File: config.mk
export PLATFORM = sky130hd
export DESIGN_NAME = radar_sweep_gen
export DESIGN_NICKNAME = d
export VERILOG_FILES = /design/src/rtl/radar_pkg.sv /design/src/rtl/radar_target_bank.sv /design/src/rtl/radar_sweep_gen.sv
export SDC_FILE = /design/constraint.sdc
export NUM_CORES = 1
export LEC_CHECK = 0
export ABC_AREA = 1
export CORE_AREA = 5 5 221 223
export CTS_BUF_LIST = sky130_fd_sc_hd__clkbuf_8
export DETAILED_ROUTE_END_ITERATION = 10
export DIE_AREA = 0 0 226 228
export PLACE_DENSITY = 0.45
export SLEW_MARGIN = 20
export SYNTH_ARGS = -nofsm -noshare
export SYNTH_HDL_FRONTEND = slang
export SYNTH_SLANG_ARGS = --single-unit
File: constraint.sdc
create_clock -name clk -period 11.6 [get_ports clk]
set_input_delay 1.16 -clock clk [delete_from_list [all_inputs] [get_ports clk]]
set_output_delay 1.16 -clock clk [all_outputs]
set_load 0.01 [all_outputs]
File: src/rtl/radar_pkg.sv
// Shared types and constants for the synthetic radar sweep source.
// Noise option: RADAR_SWEEP_NOISE_EN enables the LFSR dither helpers below.
package radar_pkg;

    localparam int VID_W    = 12;
    localparam int SAMPLE_W = 12;
    localparam int NUM_TGT  = 4;
    localparam int ACC_W    = 14;

    typedef enum logic [1:0] {
        ST_IDLE,
        ST_TRIG,
        ST_SWEEP,
        ST_DEAD
    } state_t;

    typedef struct packed {
        logic [SAMPLE_W-1:0] rng;
        logic [VID_W-1:0]    amp;
    } tgt_t;

    // Fibonacci taps 16,14,13,11 -> bits 15,13,12,10
    localparam logic [15:0] LFSR_SEED = 16'hACE1;
    localparam logic [15:0] LFSR_TAPS = 16'hB400;

    function automatic logic [15:0] lfsr_next(input logic [15:0] s);
        return {s[14:0], ^(s & LFSR_TAPS)};
    endfunction

endpackage

File: src/rtl/radar_target_bank.sv
// Live/shadow point-target registers and the summed target amplitude
// for one sample index. Shadow set is frozen for the whole PRI.
module radar_target_bank
    import radar_pkg::*;
#(
    parameter int TGT_WIDTH = 4
) (
    input  logic                clk,
    input  logic                rst_n,
    input  logic                i_we,
    input  logic [1:0]          i_idx,
    input  logic [SAMPLE_W-1:0] i_range,
    input  logic [VID_W-1:0]    i_amp,
    input  logic                i_load,
    input  logic [SAMPLE_W-1:0] i_sample,
    output logic [ACC_W-1:0]    o_sum
);

    tgt_t              r_live   [NUM_TGT];
    tgt_t              r_shadow [NUM_TGT];
    logic              w_hit    [NUM_TGT];
    logic [ACC_W-1:0]  w_sum;

    // Shadow takes the old live set on load; a same-edge write goes to live only
    always_ff @(posedge clk or negedge rst_n) begin
        if (!rst_n) begin
            for (int k = 0; k < NUM_TGT; k++) begin
                r_live[k]   <= '0;
                r_shadow[k] <= '0;
            end
        end else begin
            if (i_load) begin
                r_shadow <= r_live;
            end
            if (i_we) begin
                r_live[i_idx] <= '{rng: i_range, amp: i_amp};
            end
        end
    end

    for (genvar g = 0; g < NUM_TGT; g++) begin : g_hit
        logic [SAMPLE_W:0] w_lo;
        logic [SAMPLE_W:0] w_hi;
        logic [SAMPLE_W:0] w_s;
        assign w_lo     = {1'b0, r_shadow[g].rng};
        assign w_hi     = w_lo + (SAMPLE_W+1)'(TGT_WIDTH - 1);
        assign w_s      = {1'b0, i_sample};
        assign w_hit[g] = (w_s >= w_lo) && (w_s <= w_hi);
    end

    // Sum amplitudes of all targets whose window covers the sample
    always_comb begin
        w_sum = '0;
        for (int k = 0; k < NUM_TGT; k++) begin
            if (w_hit[k]) begin
                w_sum = w_sum + {2'b00, r_shadow[k].amp};
            end
        end
    end

    assign o_sum = w_sum;

endmodule

File: src/rtl/radar_sweep_gen.sv
// Synthetic radar sweep: trigger pulse, then clutter + point-target video.
// Build option RADAR_SWEEP_NOISE_EN adds 4-bit LFSR noise to the video.
module radar_sweep_gen
    import radar_pkg::*;
#(
    parameter int PRI_CYCLES  = 8192,
    parameter int TRIG_WIDTH  = 4,
    parameter int SWEEP_LEN   = 4095,
    parameter int TGT_WIDTH   = 4,
    parameter int CLUTTER_AMP = 2048
) (
    input  logic        clk,
    input  logic        rst_n,
    input  logic        enable,
    input  logic        cfg_we,
    input  logic [1:0]  cfg_idx,
    input  logic [11:0] cfg_range,
    input  logic [11:0] cfg_amp,
    output logic        trig,
    output logic [11:0] vid_out,
    output logic        vid_valid,
    output logic [11:0] sample_idx,
    output logic        busy
);

    localparam int PRI_W = $clog2(PRI_CYCLES);

    state_t              r_state;
    state_t              w_state_nxt;
    logic [SAMPLE_W-1:0] r_cnt;
    logic [SAMPLE_W-1:0] w_cnt_nxt;
    logic [PRI_W-1:0]    r_pri;
    logic                w_load;
    logic                w_sweep_nxt;
    logic [SAMPLE_W-1:0] w_idx_nxt;
    logic [ACC_W-1:0]    w_tgt;
    logic [VID_W-1:0]    w_clut;
    logic [3:0]          w_noise;
    logic [ACC_W:0]      w_acc;
    logic [VID_W-1:0]    w_vid;
    logic                r_trig;
    logic                r_valid;
    logic [SAMPLE_W-1:0] r_idx;
    logic [VID_W-1:0]    r_vid;

    // State register and per-state counter
    always_ff @(posedge clk or negedge rst_n) begin
        if (!rst_n) begin
            r_state <= ST_IDLE;
            r_cnt   <= '0;
        end else begin
            r_state <= w_state_nxt;
            r_cnt   <= w_cnt_nxt;
        end
    end

    // Next state; w_load marks every TRIG-entry edge
    always_comb begin
        w_state_nxt = r_state;
        w_cnt_nxt   = r_cnt;
        w_load      = 1'b0;
        unique case (r_state)
            ST_IDLE: begin
                if (enable) begin
                    w_state_nxt = ST_TRIG;
                    w_cnt_nxt   = '0;
                    w_load      = 1'b1;
                end
            end
            ST_TRIG: begin
                if (r_cnt == SAMPLE_W'(TRIG_WIDTH - 1)) begin
                    w_state_nxt = ST_SWEEP;
                    w_cnt_nxt   = '0;
                end else begin
                    w_cnt_nxt = r_cnt + 1'b1;
                end
            end
            ST_SWEEP: begin
                if (r_cnt == SAMPLE_W'(SWEEP_LEN)) begin
                    w_state_nxt = ST_DEAD;
                    w_cnt_nxt   = '0;
                end else begin
                    w_cnt_nxt = r_cnt + 1'b1;
                end
            end
            ST_DEAD: begin
                if (r_pri == PRI_W'(PRI_CYCLES - 1)) begin
                    w_cnt_nxt = '0;
                    if (enable) begin
                        w_state_nxt = ST_TRIG;
                        w_load      = 1'b1;
                    end else begin
                        w_state_nxt = ST_IDLE;
                    end
                end
            end
            default: begin
                w_state_nxt = ST_IDLE;
                w_cnt_nxt   = '0;
            end
        endcase
    end

    // PRI counter: zero on TRIG entry and in IDLE, else free-running
    always_ff @(posedge clk or negedge rst_n) begin
        if (!rst_n) begin
            r_pri <= '0;
        end else if (w_load || w_state_nxt == ST_IDLE) begin
            r_pri <= '0;
        end else begin
            r_pri <= r_pri + 1'b1;
        end
    end

    assign w_sweep_nxt = (w_state_nxt == ST_SWEEP);
    assign w_idx_nxt   = w_sweep_nxt ? w_cnt_nxt : '0;

    radar_target_bank #(
        .TGT_WIDTH (TGT_WIDTH)
    ) u_bank (
        .clk      (clk),
        .rst_n    (rst_n),
        .i_we     (cfg_we),
        .i_idx    (cfg_idx),
        .i_range  (cfg_range),
        .i_amp    (cfg_amp),
        .i_load   (w_load),
        .i_sample (w_idx_nxt),
        .o_sum    (w_tgt)
    );

`ifdef RADAR_SWEEP_NOISE_EN
    logic [15:0] r_lfsr;

    // Noise source advances every clock
    always_ff @(posedge clk or negedge rst_n) begin
        if (!rst_n) begin
            r_lfsr <= LFSR_SEED;
        end else begin
            r_lfsr <= lfsr_next(r_lfsr);
        end
    end

    assign w_noise = r_lfsr[3:0];
`else
    assign w_noise = 4'd0;
`endif

    // Clutter halves every 256 samples; shifts past 11 fall to zero
    assign w_clut = VID_W'(CLUTTER_AMP) >> w_idx_nxt[11:8];
    assign w_acc  = {1'b0, w_tgt}
                  + {3'b000, w_clut}
                  + {11'd0, w_noise};
    assign w_vid  = (|w_acc[ACC_W:VID_W]) ? {VID_W{1'b1}} : w_acc[VID_W-1:0];

    // Registered outputs, all aligned to the same edge
    always_ff @(posedge clk or negedge rst_n) begin
        if (!rst_n) begin
            r_trig  <= 1'b0;
            r_valid <= 1'b0;
            r_idx   <= '0;
            r_vid   <= '0;
        end else begin
            r_trig  <= (w_state_nxt == ST_TRIG);
            r_valid <= w_sweep_nxt;
            r_idx   <= w_idx_nxt;
            r_vid   <= w_sweep_nxt ? w_vid : '0;
        end
    end

    assign trig       = r_trig;
    assign vid_valid  = r_valid;
    assign sample_idx = r_idx;
    assign vid_out    = r_vid;
    assign busy       = (r_state != ST_IDLE);

endmodule
After elaboration in Yosys (flattened, before gate mapping) --
Cells that the tools add are included.
Operators by class: $add $sub $neg 10, $lt $le $gt $ge 10, eq/ne operators 8, shift-type cells 1, muxes and demuxes 25, bitwise logic cells 1, reductions and logical operators 10
Operator list (count):
- bitwise mux 96 bit | 1
- 2-to-1 mux 12 bit | 8
- adder 12 x 2 -> 13 bit (second input constant) | 4
- less-or-equal comparator 12 x 13 -> 1 bit | 4
- demux 24 bit (select 2 bit) | 1
- greater-or-equal comparator 12 bit | 4
- one-hot mux 12 bit (4 select lines) | 1
- 2-to-1 mux 14 bit | 3
- adder 14 x 12 -> 14 bit | 2
- 2-to-1 mux 24 bit | 1
- adder 14 x 12 -> 15 bit | 1
- adder 12 x 12 -> 13 bit | 1
- adder 13 x 1 -> 13 bit (second input constant) | 1
- equality test 13 bit (second input constant) | 1
- 2-to-1 mux 13 bit | 1
- adder 12 x 1 -> 12 bit (second input constant) | 1
- equality test 12 bit (second input constant) | 1
- equality test 12 x 2 -> 1 bit (second input constant) | 1
- >> shifter 12 x 4 -> 12 bit (first input constant) | 1
- 2-to-1 mux 2 bit | 4
- one-hot mux 2 bit (4 select lines) | 1
- equality test 2 bit (second input constant) | 3
- logical AND 1 bit | 5
- equality test 2 x 1 -> 1 bit (second input constant) | 2
- other kinds (9) | 12
Word-level totals: bits in registers 245, logic and storage cells 88

Logic depth before layout (Yosys ltp) --
depth after elaboration 18, gate-level depth with buffers 64

By module --
From an unflattened synthesis, not the netlist that was laid out.
Second synthesis, totals: cell total of the unflattened synthesis 1934, area total of the unflattened synthesis 16057.9 um^2
By module, submodules not included:
- radar_target_bank | instances 1, cells an instance 1509, area each 12470.7 um^2, seq. area each 4804.6 um^2
- radar_sweep_gen | instances 1, cells an instance 425, area each 3587.2 um^2, seq. area each 1326.3 um^2

Worst setup path before layout --
OpenSTA, ideal clock, no wires.
path type in2reg, start point input enable, end point register r_vid[2] (netlist: vid_out[2]), data arrival time 8.105 ns, path slack 3.382 ns, cell stages on the path 51, buffers on the path 1, path through nor2_2 inv_1 o21ai_4 nand2_4 nor2_1 ha_1 a21oi_1 nor2_1 a211oi_1 nor2_1 nor2_1 nand2_1 nand2_2 nand2_4 nor2_2 ha_1 nand2_1 nand2_1 [15 not listed] a21oi_1 xor2_1 nand2_1 nand2_1 inv_1 ha_1 a21oi_1 o211ai_1 nand2_1 nand2_1 a21oi_1 o21ai_0 nand3b_1 nand2_2 buf_6 nand3_1 nand2_1 inv_1
On the way: elaborated cells between the ends (all ways) 32, those cells by class 4 x add/sub; 8 x order compare; 1 x eq/ne; 1 x shift; 13 x mux; 5 x reduce/logical
RTL lines:
- start: declaration | line radar_sweep_gen.sv:14 | input logic enable,
- 2-to-1 mux 2 bit * | line radar_sweep_gen.sv:64 | if (enable) begin
- one-hot mux 2 bit (4 select lines) * | line radar_sweep_gen.sv:62 | unique case (r_state)
- via w_state_nxt[1] | line radar_sweep_gen.sv:29 | state_t w_state_nxt;
- equality test 2 bit * | line radar_sweep_gen.sv:115 | assign w_sweep_nxt = (w_state_nxt == ST_SWEEP);
- 2-to-1 mux 12 bit * | line radar_sweep_gen.sv:116 | assign w_idx_nxt = w_sweep_nxt ? w_cnt_nxt : '0;
- via u_bank.i_sample[6] | line radar_target_bank.sv:15 | input logic [SAMPLE_W-1:0] i_sample,
- less-or-equal comparator 12 x 13 -> 1 bit or greater-or-equal comparator 12 bit (tied branches) | line radar_target_bank.sv:48 | assign w_hit[g] = (w_s >= w_lo) && (w_s <= w_hi);
- logical AND 1 bit | line radar_target_bank.sv:48
- [3 not listed]
- adder 14 x 12 -> 14 bit | line radar_target_bank.sv:56 | w_sum = w_sum + {2'b00, r_shadow[k].amp};
- 2-to-1 mux 14 bit | line radar_target_bank.sv:55 | if (w_hit[k]) begin
- adder 14 x 12 -> 14 bit | line radar_target_bank.sv:56
- 2-to-1 mux 14 bit * | line radar_target_bank.sv:55
- adder 14 x 12 -> 15 bit * | line radar_sweep_gen.sv:152 | + {3'b000, w_clut}
- OR reduction 3 bit | line radar_sweep_gen.sv:154 | assign w_vid = (|w_acc[ACC_W:VID_W]) ? {VID_W{1'b1}} : w_acc[VID_W-1:0];
- 2-to-1 mux 12 bit * | line radar_sweep_gen.sv:154
- 2-to-1 mux 12 bit * | line radar_sweep_gen.sv:167 | r_vid <= w_sweep_nxt ? w_vid : '0;
- end signal: assignment | line radar_sweep_gen.sv:167
- end: declaration | line radar_sweep_gen.sv:44 | logic [VID_W-1:0] r_vid;
The timed path passes the listed nets; every way through them passes the cells marked *. A chain may end at the register's enable or synchronous reset.

Final worst setup path --
start point register r_state[1], end point register r_vid[10] (netlist: vid_out[10])
On the way: word-level cells in the longest chain between the ends 17, elaborated cells between the ends (all ways) 36, those cells by class 4 x add/sub; 8 x order compare; 4 x eq/ne; 1 x shift; 13 x mux; 6 x reduce/logical
RTL lines:
- start: declaration | line radar_sweep_gen.sv:28 | state_t r_state;
- start signal: assignment | line radar_sweep_gen.sv:52 | r_state <= w_state_nxt;
- equality test 2 bit (tied with other cells) | line radar_sweep_gen.sv:62
- one-hot mux 2 bit (4 select lines) * | line radar_sweep_gen.sv:62
- via w_state_nxt[1] | line radar_sweep_gen.sv:29
- equality test 2 bit * | line radar_sweep_gen.sv:115
- 2-to-1 mux 12 bit | line radar_sweep_gen.sv:116
- less-or-equal comparator 12 x 13 -> 1 bit or greater-or-equal comparator 12 bit (tied branches) | line radar_target_bank.sv:48
- logical AND 1 bit | line radar_target_bank.sv:48
- 2-to-1 mux 12 bit | line radar_target_bank.sv:55
- [2 not listed]
- adder 14 x 12 -> 14 bit | line radar_target_bank.sv:56
- 2-to-1 mux 14 bit | line radar_target_bank.sv:55
- adder 14 x 12 -> 14 bit | line radar_target_bank.sv:56
- 2-to-1 mux 14 bit | line radar_target_bank.sv:55
- adder 14 x 12 -> 15 bit | line radar_sweep_gen.sv:152
- OR reduction 3 bit | line radar_sweep_gen.sv:154
- 2-to-1 mux 12 bit | line radar_sweep_gen.sv:154
- 2-to-1 mux 12 bit * | line radar_sweep_gen.sv:167
Marks and branches as above.

==> impl_metrics.csv <==
group,metric,value,unit
grt,grt_pass1_vias,12700,
pwr,p_per_area,202,nW/um2
sta,rsz0062_at_grt,"false",
worst_setup_path,slowest_delay,0.44,ns
synthesis,synth_most_common_cell,"nand2_1",
pwr,peakVddDrop,88.4,uV
worst_setup_path,worst-setup-path-type,"reg -> reg",
pwr,power.leakage,9.30,nW
floorplan,row_count,79,
synthesis,synthSimpleGateAreaFrac,0.222,
synthesis,synthMuxAreaShare,0.0273,
route,drt_wl_total,42000,um
synthesis,synth-edff-count,0,
placed_design,dpl_worst_slack,1.50,ns
synthesis,synth_top_family_by_area,"simple AND/OR/NAND/NOR gates",
sta,drv_slew,0,
worst_setup_path,arrival,10.20,ns
synthesis,ys_warn_count,0,
route,num_vias,12600,
clock_network,cts.reportedPaths.clkPinSlew,0.05,ns
flow_run,drv_cap,0,
route,wire_per_inst,16.0,um
sta,tns,0,ns
synthesis,synth_top_area_cell,"dfrtp_1",
clock_network,h-tree-depth,2,
placed_design,portBuffers,56,
grt,grtUsageTotal,0.165,
grt,grt_overflow,0,
synthesis,synth_xor_area_frac,0.0403,
finish,drive_gt1_frac,0.0993,
worst_setup_path,cp_max_fo,14,
clock_network,numCtsBuffers,47,
clock_network,cts.sinks,245,
synthesis,syn_area,15700,um2
placed_design,gp_congestion,0.883,
floorplan,die_w,226,um
synthesis,synthAdderAreaFrac,0.130,
synthesis,syn_inst,1907,
sta,slew_headroom,0.370,
synthesis,yosys-top-cells-area,"dfrtp_1, ha_1, nand2_1",
grt,grt_max_degree,134,
route,ant_nets,0,
status,status,"finished clean",
route,firstDrtPassIters,4,
sta,clock.fmax,103,MHz
min_path,hold_class,"reg -> reg",
route,routed_via_density,4.80,
clock_network,cts_tree,"yes",
floorplan,initial_core_util,0.338,
sta,worstMarginPinSlew,0.945,ns
sta,setup_viol,0,
clock_network,postCtsSetupBuffers,0,
clock_network,clk_latency,0.62,ns
worst_setup_path,start_kind,"flip-flop",
route,drc_errors,0,
finish,fin_nets,2169,
clock_network,root_buffer,"clkbuf_8",
synthesis,seq_area_frac_synth,0.391,
sta,period_needed,9.70,ns
floorplan,pin_count,57,
sta,period_share,0.836,
synthesis,synth.ff_latch_count,245,
sta,hold_viol_final,0,
floorplan,dieArea,51500,um2
synthesis,synth_compound_area_frac,0.116,
synthesis,async_flop_share,1.00,
synthesis,syn_nets,2097,
worst_setup_path,cp_slowest_cell,"ha_1",
synthesis,synth_top_cell_area_share,0.391,
clock_network,cts_resized,0,
worst_setup_path,worstSetupEndpointType,"flip-flop",
synthesis,synthDistinctLibCells,51,
floorplan,die_y,228,um
worst_setup_path,crit_required,12.10,ns
floorplan,core,46400,um2
finish,syn_to_final_growth,14.3,%
synthesis,synthFlopType,"dfrtp_1",
clock_network,cts_buffer_depth,3,
placed_design,dp_hpwl,30800,um
route,first_iter_violations,871,
sta,clock_skew,0.0348,ns
synthesis,synthTopCellsByCount,"nand2_1, dfrtp_1, inv_1",
grt,antenna_found_initial,2,
clock_network,hold_buffers,0,
sta,fin_ws,1.90,ns
grt,grt_pass1_wl,68500,um
synthesis,syn_avg_cell_area,8.21,um2
worst_setup_path,cpMostUsedCell,"nand2_1",
-- worst paths after layout --
check	startpoint	slack, ns	endpoint	depth (start not counted)
max	r_state[1]$_DFF_PN0_	1.90	vid_out[10]$_DFF_PN0_	52
min	r_pri[0]$_DFF_PN0_	0.48	r_pri[0]$_DFF_PN0_	1
max reg2reg	r_state[1]$_DFF_PN0_	1.90	vid_out[10]$_DFF_PN0_	52
min reg2reg	r_pri[0]$_DFF_PN0_	0.48	r_pri[0]$_DFF_PN0_	1
max in group asynchronous	rst_n	9.70	u_bank.r_shadow[6]$_DFFE_PN0P_	2
min in group asynchronous	rst_n	0.60	sample_idx[3]$_DFF_PN0_	1
-- layout make-up --
class	instances	area, um2
Fill cell	4818	28400
Multi-Input combinational cell	1382	8410
Antenna cell	1	2.50
Clock buffer	61	840
Tap cell	607	759
Sequential cell	245	6130
Timing Repair Buffer	69	676
Inverter	234	881
Clock inverter	23	214
-- cell families after synthesis --
family	after synthesis
and+or+nand+nor	775
muxes	38
adders and majority gates	160
AOI/OAI and AO/OA	337
xor gates and xnor gates	72
buffers and inverters	280
DFF	245
-- through the flow --
step / power, W / hold WS [ns] / instances / utilization / instance area (um2)
final: 0.00362 / 0.476 / 2622 / 0.386 / 17900
after floorplan: 0.00232 / 0.442 / 1907 / - / 15700
after CTS: 0.00368 / 0.480 / 2621 / 0.386 / 17900
after global routing: 0.00395 / 0.499 / 2622 / 0.386 / 17900
after detailed placement: 0.00268 / 0.470 / 2537 / 0.363 / 16800
after global placement: 0.00267 / 0.462 / 2537 / 0.363 / 16800
-- cells in the final DEF, fill, tap and decap left out, types with 3 or more instances in the layout --
cell | netlist | final
a211oi_1 | 4 | 4
a21o_1 | 7 | 7
a21oi_1 | 148 | 148
a22oi_1 | 4 | 4
a31oi_1 | 5 | 5
and2_1 | 7 | 7
buf_4 | 3 | 12
bufinv_16 | 0 | 4
clkbuf_8 | 0 | 61
clkdlybuf4s50_1 | 0 | 55
clkinv_2 | 0 | 4
dfrtp_1 | 245 | 245
fa_1 | 4 | 4
ha_1 | 156 | 156
inv_1 | 225 | 237
inv_2 | 7 | 7
mux2_2 | 38 | 38
nand2_1 | 376 | 375
nand2_2 | 10 | 10
nand2_4 | 3 | 4
nand3_1 | 111 | 109
nand3_2 | 8 | 9
nand3b_1 | 9 | 9
nand4_1 | 23 | 23
nor2_1 | 158 | 158
nor2_2 | 21 | 21
nor2_4 | 3 | 3
nor3_1 | 22 | 22
nor3_2 | 3 | 3
nor4_1 | 6 | 6
o211ai_1 | 4 | 4
o21a_1 | 4 | 4
o21ai_0 | 144 | 144
o21ai_1 | 3 | 3
o22ai_1 | 3 | 3
or2_2 | 9 | 9
xnor2_1 | 11 | 11
xor2_1 | 61 | 61
-- report_power, final --
part           leakage [nW]  internal, W  switching, W
Clock                 0.590     0.000562      0.000394
Sequential             3.05      0.00110      0.000180
Combinational          5.66     0.000521      0.000873
-- critical path: cells and delay by family, from the launching register on --
family / cells / cell delay [ns]
xor+xnor: 3 / 0.34
fa+ha+maj: 6 / 2.06
simple gates: 26 / 3.78
compound gates: 11 / 2.12
buf+inv: 6 / 0.89
flops: 1 / 0.39
-- registers in the layout (all words and copies together) (netlist names) --
| name | flops |
|---|---|
| sample_idx | 12 |
| r_state | 2 |
| r_cnt | 12 |
| vid_valid | 1 |
| u_bank.r_live | 96 |
| vid_out | 12 |
| trig | 1 |
| r_pri | 13 |
| u_bank.g_hit.w_lo | 48 |
| u_bank.r_shadow | 48 |
-- per-layer routing --
| layer | vias to the layer above | GRT usage | part of all wire |
|---|---|---|---|
| met2 | 190 | 0.245 | 0.42 |
| met3 | 51 | 0.0254 | 0.038 |
| li1 | 6450 | - | - |
| met5 | - | 0 | 0 |
| met1 | 5885 | 0.249 | 0.52 |
| met4 | 0 | 0.0443 | 0.021 |
Power figures use the tool's default switching activity.
